===== config.mk =====
export PLATFORM = sky130hd
export DESIGN_NAME = mem_stage
export DESIGN_NICKNAME = d
export VERILOG_FILES = /design/src/rtl/mem_stage.sv
export SDC_FILE = /design/constraint.sdc
export NUM_CORES = 1
export LEC_CHECK = 0
export ABC_AREA = 1
export BUFFER_PORTS_ARGS = -buffer_cell sky130_fd_sc_hd__buf_4
export CORE_AREA = 2 2 190 192
export CTS_CLUSTER_DIAMETER = 30
export DETAILED_ROUTE_END_ITERATION = 8
export DIE_AREA = 0 0 192 194
export GPL_TIMING_DRIVEN = 0
export PLACE_DENSITY = 0.63
export SLEW_MARGIN = 10
export SYNTH_ARGS = -nofsm -noshare
export SYNTH_HDL_FRONTEND = slang
export SYNTH_SLANG_ARGS = --single-unit

===== constraint.sdc =====
create_clock -name clk -period 19.5 [get_ports clk]
set_clock_uncertainty 0.1 [all_clocks]
set_input_delay 2.925 -clock clk [delete_from_list [all_inputs] [get_ports clk]]
set_output_delay 2.925 -clock clk [all_outputs]
set_load 0.01 [all_outputs]

===== src/rtl/mem_stage.sv =====
// -----------------------------------------------------------------------------
// mem_stage
//
// Memory-access pipeline stage between execute and writeback. It takes one
// instruction at a time from the EX-to-MEM bus under a valid/allowin
// handshake. Loads and stores go out over a single-outstanding request/
// response data-memory port. Load data is lane-selected and sign- or
// zero-extended before it is handed to writeback.
//
// Ports:
//   clk, rst_n          clock (rising edge) and asynchronous active-low reset
//   ex_to_mem_valid     upstream holds a valid instruction
//   ex_to_mem_bus       {pc, reg_wen, rd, alu_result, mem_ren, mem_wen,
//                        mem_size, load_unsigned, store_data}
//   mem_allowin         stage can accept an instruction this cycle
//   mem_to_wb_valid     mem_to_wb_bus holds a finished instruction
//   mem_to_wb_bus       {pc, reg_wen, rd, wdata}
//   wb_allowin          writeback accepts this cycle
//   dmem_req_*          request channel: valid/ready, store flag, 8-byte
//                        aligned address, lane-shifted write data and mask
//   dmem_resp_*         one-cycle response pulse with aligned read data
// -----------------------------------------------------------------------------
module mem_stage #(
    parameter int EX_TO_MEM_WIDTH = 171,
    parameter int MEM_TO_WB_WIDTH = 102
) (
    input  logic                       clk,
    input  logic                       rst_n,
    input  logic                       ex_to_mem_valid,
    input  logic [EX_TO_MEM_WIDTH-1:0] ex_to_mem_bus,
    output logic                       mem_allowin,
    output logic                       mem_to_wb_valid,
    output logic [MEM_TO_WB_WIDTH-1:0] mem_to_wb_bus,
    input  logic                       wb_allowin,
    output logic                       dmem_req_valid,
    input  logic                       dmem_req_ready,
    output logic                       dmem_req_wen,
    output logic [63:0]                dmem_req_addr,
    output logic [63:0]                dmem_req_wdata,
    output logic [7:0]                 dmem_req_wmask,
    input  logic                       dmem_resp_valid,
    input  logic [63:0]                dmem_resp_rdata
);

    typedef enum logic [1:0] {
        ST_IDLE = 2'd0,
        ST_REQ  = 2'd1,
        ST_WAIT = 2'd2,
        ST_DONE = 2'd3
    } state_t;

    // -------------------------------------------------------------------------
    // Formatting helpers
    // -------------------------------------------------------------------------

    // Byte offset inside the 8-byte word, with the bits below the access size
    // forced to zero so that an access never straddles its natural alignment.
    function automatic logic [2:0] lane_offset(input logic [2:0] addr_low,
                                               input logic [1:0] size);
        logic [2:0] off;
        case (size)
            2'd0:    off = addr_low;
            2'd1:    off = {addr_low[2:1], 1'b0};
            2'd2:    off = {addr_low[2], 2'b00};
            default: off = 3'b000;
        endcase
        return off;
    endfunction

    // Byte-lane write mask: (2^(2^size) - 1) << offset. The offset is already
    // aligned to the size, so the shifted mask always fits in eight lanes.
    function automatic logic [7:0] store_mask(input logic [1:0] size,
                                              input logic [2:0] off);
        logic [7:0] base;
        case (size)
            2'd0:    base = 8'h01;
            2'd1:    base = 8'h03;
            2'd2:    base = 8'h0F;
            default: base = 8'hFF;
        endcase
        return base << off;
    endfunction

    function automatic logic [63:0] store_lanes(input logic [63:0] data,
                                                input logic [2:0]  off);
        return data << {off, 3'b000};
    endfunction

    // Pull the addressed lanes down to bit 0, truncate to the access size and
    // extend back to 64 bits. Dword accesses pass straight through.
    function automatic logic [63:0] format_load(input logic [63:0] rdata,
                                                input logic [1:0]  size,
                                                input logic [2:0]  off,
                                                input logic        is_unsigned);
        logic        [63:0] raw;
        logic signed [7:0]  b_s;
        logic signed [15:0] h_s;
        logic signed [31:0] w_s;
        logic        [63:0] res;
        raw = rdata >> {off, 3'b000};
        b_s = signed'(raw[7:0]);
        h_s = signed'(raw[15:0]);
        w_s = signed'(raw[31:0]);
        case (size)
            2'd0:    res = is_unsigned ? {56'd0, raw[7:0]}  : 64'(b_s);
            2'd1:    res = is_unsigned ? {48'd0, raw[15:0]} : 64'(h_s);
            2'd2:    res = is_unsigned ? {32'd0, raw[31:0]} : 64'(w_s);
            default: res = raw;
        endcase
        return res;
    endfunction

    // -------------------------------------------------------------------------
    // Stage registers
    // -------------------------------------------------------------------------
    logic                       mem_valid;
    logic [EX_TO_MEM_WIDTH-1:0] mem_bus_p0;
    state_t                     state;
    state_t                     state_next;
    logic [63:0]                load_buf;

    logic                       ready_go;
    logic                       req_valid;
    logic                       capture;

    // Fields of the latched instruction
    logic [31:0] pc;
    logic        reg_wen;
    logic [4:0]  rd;
    logic [63:0] alu_result;
    logic        mem_ren;
    logic        mem_wen;
    logic [1:0]  mem_size;
    logic        load_unsigned;
    logic [63:0] store_data;
    logic        mem_op;
    logic [2:0]  offset;
    logic [63:0] wdata;

    // Incoming instruction is a memory op (used for the DONE -> REQ shortcut)
    logic        next_is_mem_op;

    assign pc            = mem_bus_p0[170:139];
    assign reg_wen       = mem_bus_p0[138];
    assign rd            = mem_bus_p0[137:133];
    assign alu_result    = mem_bus_p0[132:69];
    assign mem_ren       = mem_bus_p0[68];
    assign mem_wen       = mem_bus_p0[67];
    assign mem_size      = mem_bus_p0[66:65];
    assign load_unsigned = mem_bus_p0[64];
    assign store_data    = mem_bus_p0[63:0];

    assign mem_op         = mem_ren | mem_wen;
    assign offset         = lane_offset(alu_result[2:0], mem_size);
    assign next_is_mem_op = ex_to_mem_valid & (ex_to_mem_bus[68] | ex_to_mem_bus[67]);

    // -------------------------------------------------------------------------
    // Access FSM: next state and request/handshake controls
    // -------------------------------------------------------------------------
    always_comb begin
        state_next = state;
        req_valid  = 1'b0;
        capture    = 1'b0;
        ready_go   = 1'b0;
        case (state)
            ST_IDLE: begin
                if (mem_valid && mem_op) begin
                    // Request goes out in the same cycle the op is latched
                    req_valid  = 1'b1;
                    state_next = dmem_req_ready ? ST_WAIT : ST_REQ;
                end else begin
                    ready_go = 1'b1;
                end
            end
            ST_REQ: begin
                req_valid = 1'b1;
                if (dmem_req_ready) begin
                    state_next = ST_WAIT;
                end
            end
            ST_WAIT: begin
                if (dmem_resp_valid) begin
                    capture    = 1'b1;
                    state_next = ST_DONE;
                end
            end
            ST_DONE: begin
                ready_go = 1'b1;
                if (wb_allowin) begin
                    // Transfer happens now; a memory op accepted on the same
                    // edge starts requesting straight away.
                    state_next = next_is_mem_op ? ST_REQ : ST_IDLE;
                end
            end
            default: begin
                state_next = ST_IDLE;
            end
        endcase
    end

    assign mem_allowin     = !mem_valid || (ready_go && wb_allowin);
    assign mem_to_wb_valid = mem_valid && ready_go;

    // -------------------------------------------------------------------------
    // Stage boundary: control state (reset) and payload latch (not reset)
    // -------------------------------------------------------------------------
    always_ff @(posedge clk or negedge rst_n) begin
        if (!rst_n) begin
            mem_valid <= 1'b0;
            state     <= ST_IDLE;
            load_buf  <= 64'd0;
        end else begin
            state <= state_next;
            if (mem_allowin) begin
                mem_valid <= ex_to_mem_valid;
            end
            if (capture) begin
                load_buf <= format_load(dmem_resp_rdata, mem_size, offset, load_unsigned);
            end
        end
    end

    always_ff @(posedge clk) begin
        if (mem_allowin) begin
            mem_bus_p0 <= ex_to_mem_bus;
        end
    end

    // -------------------------------------------------------------------------
    // Memory request and writeback payload
    // -------------------------------------------------------------------------
    assign dmem_req_valid = req_valid;
    assign dmem_req_wen   = req_valid && mem_wen;
    assign dmem_req_addr  = {alu_result[63:3], 3'b000};
    assign dmem_req_wdata = store_lanes(store_data, offset);
    assign dmem_req_wmask = (req_valid && mem_wen) ? store_mask(mem_size, offset) : 8'h00;

    assign wdata         = mem_ren ? load_buf : alu_result;
    assign mem_to_wb_bus = {pc, reg_wen, rd, wdata};

endmodule

==> run summary <==
power density over the cells = 173 nW/µm²
Setup CP Type = input port to output pin
Multi-input gate area = 4590 µm²
initial antenna violation count = 5
crit path DAT = 4220 ps
antenna-violating nets left = 0
largest stage delay on the critical path = 540 ps
CP Cell Sequence = buf_4, inv_1, o21ai_4, buf_16, buf_12, buf_4
Post-Synthesis Cell Area = 13000 µm²
peak supply drop = 108 µV
clk_lat worst skew = 600 ps
number of gates resized after CTS = 0
Syn. warnings = 0
outcome = complete, no violations
clk sink count = 238
vias in the first global route = 12700
Post-synth top flop = edfxtp_1
library cells used by synthesis = 44
Slowest cell on crit path = o21ai_4
gr ovfl total = 0
FF-to-FF path depth = 10
count of final setup violators = 0
setup ws final = 12250 ps
cts-stage hold buffer count = 0
ys async rst share = 28.2%
remaining design rule violation count = 0
clock tree from TritonCTS = yes
FP Rows = 69
Layout Nets = 2239
CP required = 16480 ps
worst slew pin tran = 917 ps
syn avg cell area = 8.96 µm²
area grow syn2layout = 49.2%
unrepaired setup endpoints after global routing = false
CP Capture Type = output pin
Max clock buf depth = 3
drt via density = 5.03
placed insts = 2396
hold crit path type = flop to flop
Hold Path Depth = 2
First-pass DRT Iterations = 6
Root Buffer = clkbuf_16
Num CTS Buffers = 57
layout cell share with drive strength beyond 1 = 39.3%
min Tclk post-route = 7250 ps
FF/Latch Area = 6810 µm²
overall power = 3.34 mW
CORE AREA = 35200 µm²
final hold violation count = 0
H-tree depth = 2
Critical Path Most Common Cell = buf_4
number of max-cap violations = 0
slew margin rel. = 38.9%
Slew Limit Fails = 0
largest net degree at the start of global routing = 68
Fmax = 0.138 GHz
filler instances = 3266
sequential area share after synthesis = 52.5%
# IOs = 483
post-placement setup slack = 12260 ps
period utilisation layout = 37.2%
Die ar. = 37200 µm²
CP startpoint kind = input port
setup bufs post-CTS = 0
WL/cell = 21.7 µm
Die Wd = 192 µm
first-pass GRT wire length = 77.9 mm
Hold WS = 390 ps
Die Ht = 194 µm
Routed WL = 54.3 mm
Final HPWL DP = 42.3 mm
via count = 12600
DRT iter0 DRCs = 911
Overall Global Routing Usage = 28.6%
cell count after synthesis = 1447
Finished Layout Cells = 2508
Max FO, Critical Path = 26
Leakage Power = 8.99 nW
RePlAce Congestion = 0.965
Clock transition at path regs = 50 ps
Initial Utilization = 36.8%
number of port buffers = 479
Seq cells post-synth = 238
number of flops mapped to enable cells by yosys = 171
## through the flow
stage          utilization, %  setup TNS (ps)  instance area, µm²
2_1_floorplan               -               0               13000
3_3_place_gp             48.7         -320670               17200
3_5_place_dp             49.1               0               17300
4_1_cts                  54.9               0               19300
5_1_grt                  54.9               0               19400
6_report                 55.0               0               19400
## cells in the mapped netlist, drive strengths merged, types with 2 or more instances
master,n,area share (%)
nor2,203,6.0
ha,4,0.39
mux2i,10,0.77
mux2,52,4.5
o221ai,15,1.0
inv,120,3.5
a32o,3,0.23
nand2,291,8.6
a21oi,48,1.9
a22oi,3,0.17
a211oi,5,0.29
dfrtp,67,13
nand3b,3,0.17
o22ai,12,0.58
edfxtp,171,40
o31ai,3,0.17
or2,11,0.53
o21ai,132,5.1
clkbuf,37,1.1
a221oi,2,0.14
nand3,72,3.0
buf,148,7.7
o211ai,17,0.98
and2,2,0.096
nor3,9,0.35
## logic make-up after synthesis
group,synth area share (%)
AO/OA/AOI/OAI,10.8
flip-flops,52.5
other,0.0289
multiplexers,5.29
adder cells (fa/ha/maj),0.386
buffers and inverters,12.2
AND/OR/NAND/NOR,18.8
## where the power goes
part | internal, mW | switching (mW)
logic | 0.631 | 0.853
clock network | 0.665 | 0.325
registers | 0.770 | 0.100
total | 2.07 | 1.28
## path summary, 6_finish.rpt
kind / start / to / slack, ps
max: wb_allowin / mem_allowin / 12250
min: load_buf[7] / load_buf[7] / 390
max in group asynchronous: rst_n / load_buf[6] / 16370
max reg2reg: mem_bus_p0[68] / mem_bus_p0[69] / 16420
min reg2reg: load_buf[7] / load_buf[7] / 390
min in group asynchronous: rst_n / load_buf[42] / 2360
## sequential cells by signal, indices dropped and copies added (netlist names)
register    cells
state           2
mem_bus_p0    171
mem_valid       1
load_buf       64
## cell usage in the layout (no fill, tap or decap), types with 6 or more instances in the layout
cell type	n
buf_4	586
nand2_1	285
nor2_1	200
edfxtp_1	171
inv_1	116
o21ai_0	111
nand3_1	68
dfrtp_1	67
clkbuf_16	57
mux2_2	52
a21oi_1	48
clkbuf_1	38
buf_2	29
o21ai_1	20
o211ai_1	17
o221ai_1	15
buf_1	12
o22ai_1	12
mux2i_1	10
clkinvlp_4	10
clkinv_2	10
nor3_1	9
bufinv_16	9
inv_6	8
clkinv_4	7
or2_2	6
## cell type report
cell class                 instances  area share [%]
antenna                            5          0.0646
sequential                       238            35.2
clock inverter                    48            3.08
tap                              461            2.98
clock buffer                      59            7.46
buffer                           185            5.85
inverter                         121            2.35
multi-input combinational        905            23.7
timing repair buffer             486            19.3
## layer usage
| layer | up-vias | routed length [µm] | track usage (%) |
|---|---|---|---|
| li1 | 5874 | - | - |
| met1 | 5919 | 20400 | 33.8 |
| met2 | 695 | 26900 | 49.3 |
| met3 | 118 | 5080 | 7.57 |
| met4 | 2 | 2020 | 11.1 |
| met5 | - | 16 | 0 |
## worst max-delay path: cells and delay by family
family	cells	cell delay, ps
buffers and inverters	5	720
AOI/OAI and AO/OA	1	540
Note: power is estimated with default switching activity, not from simulation.
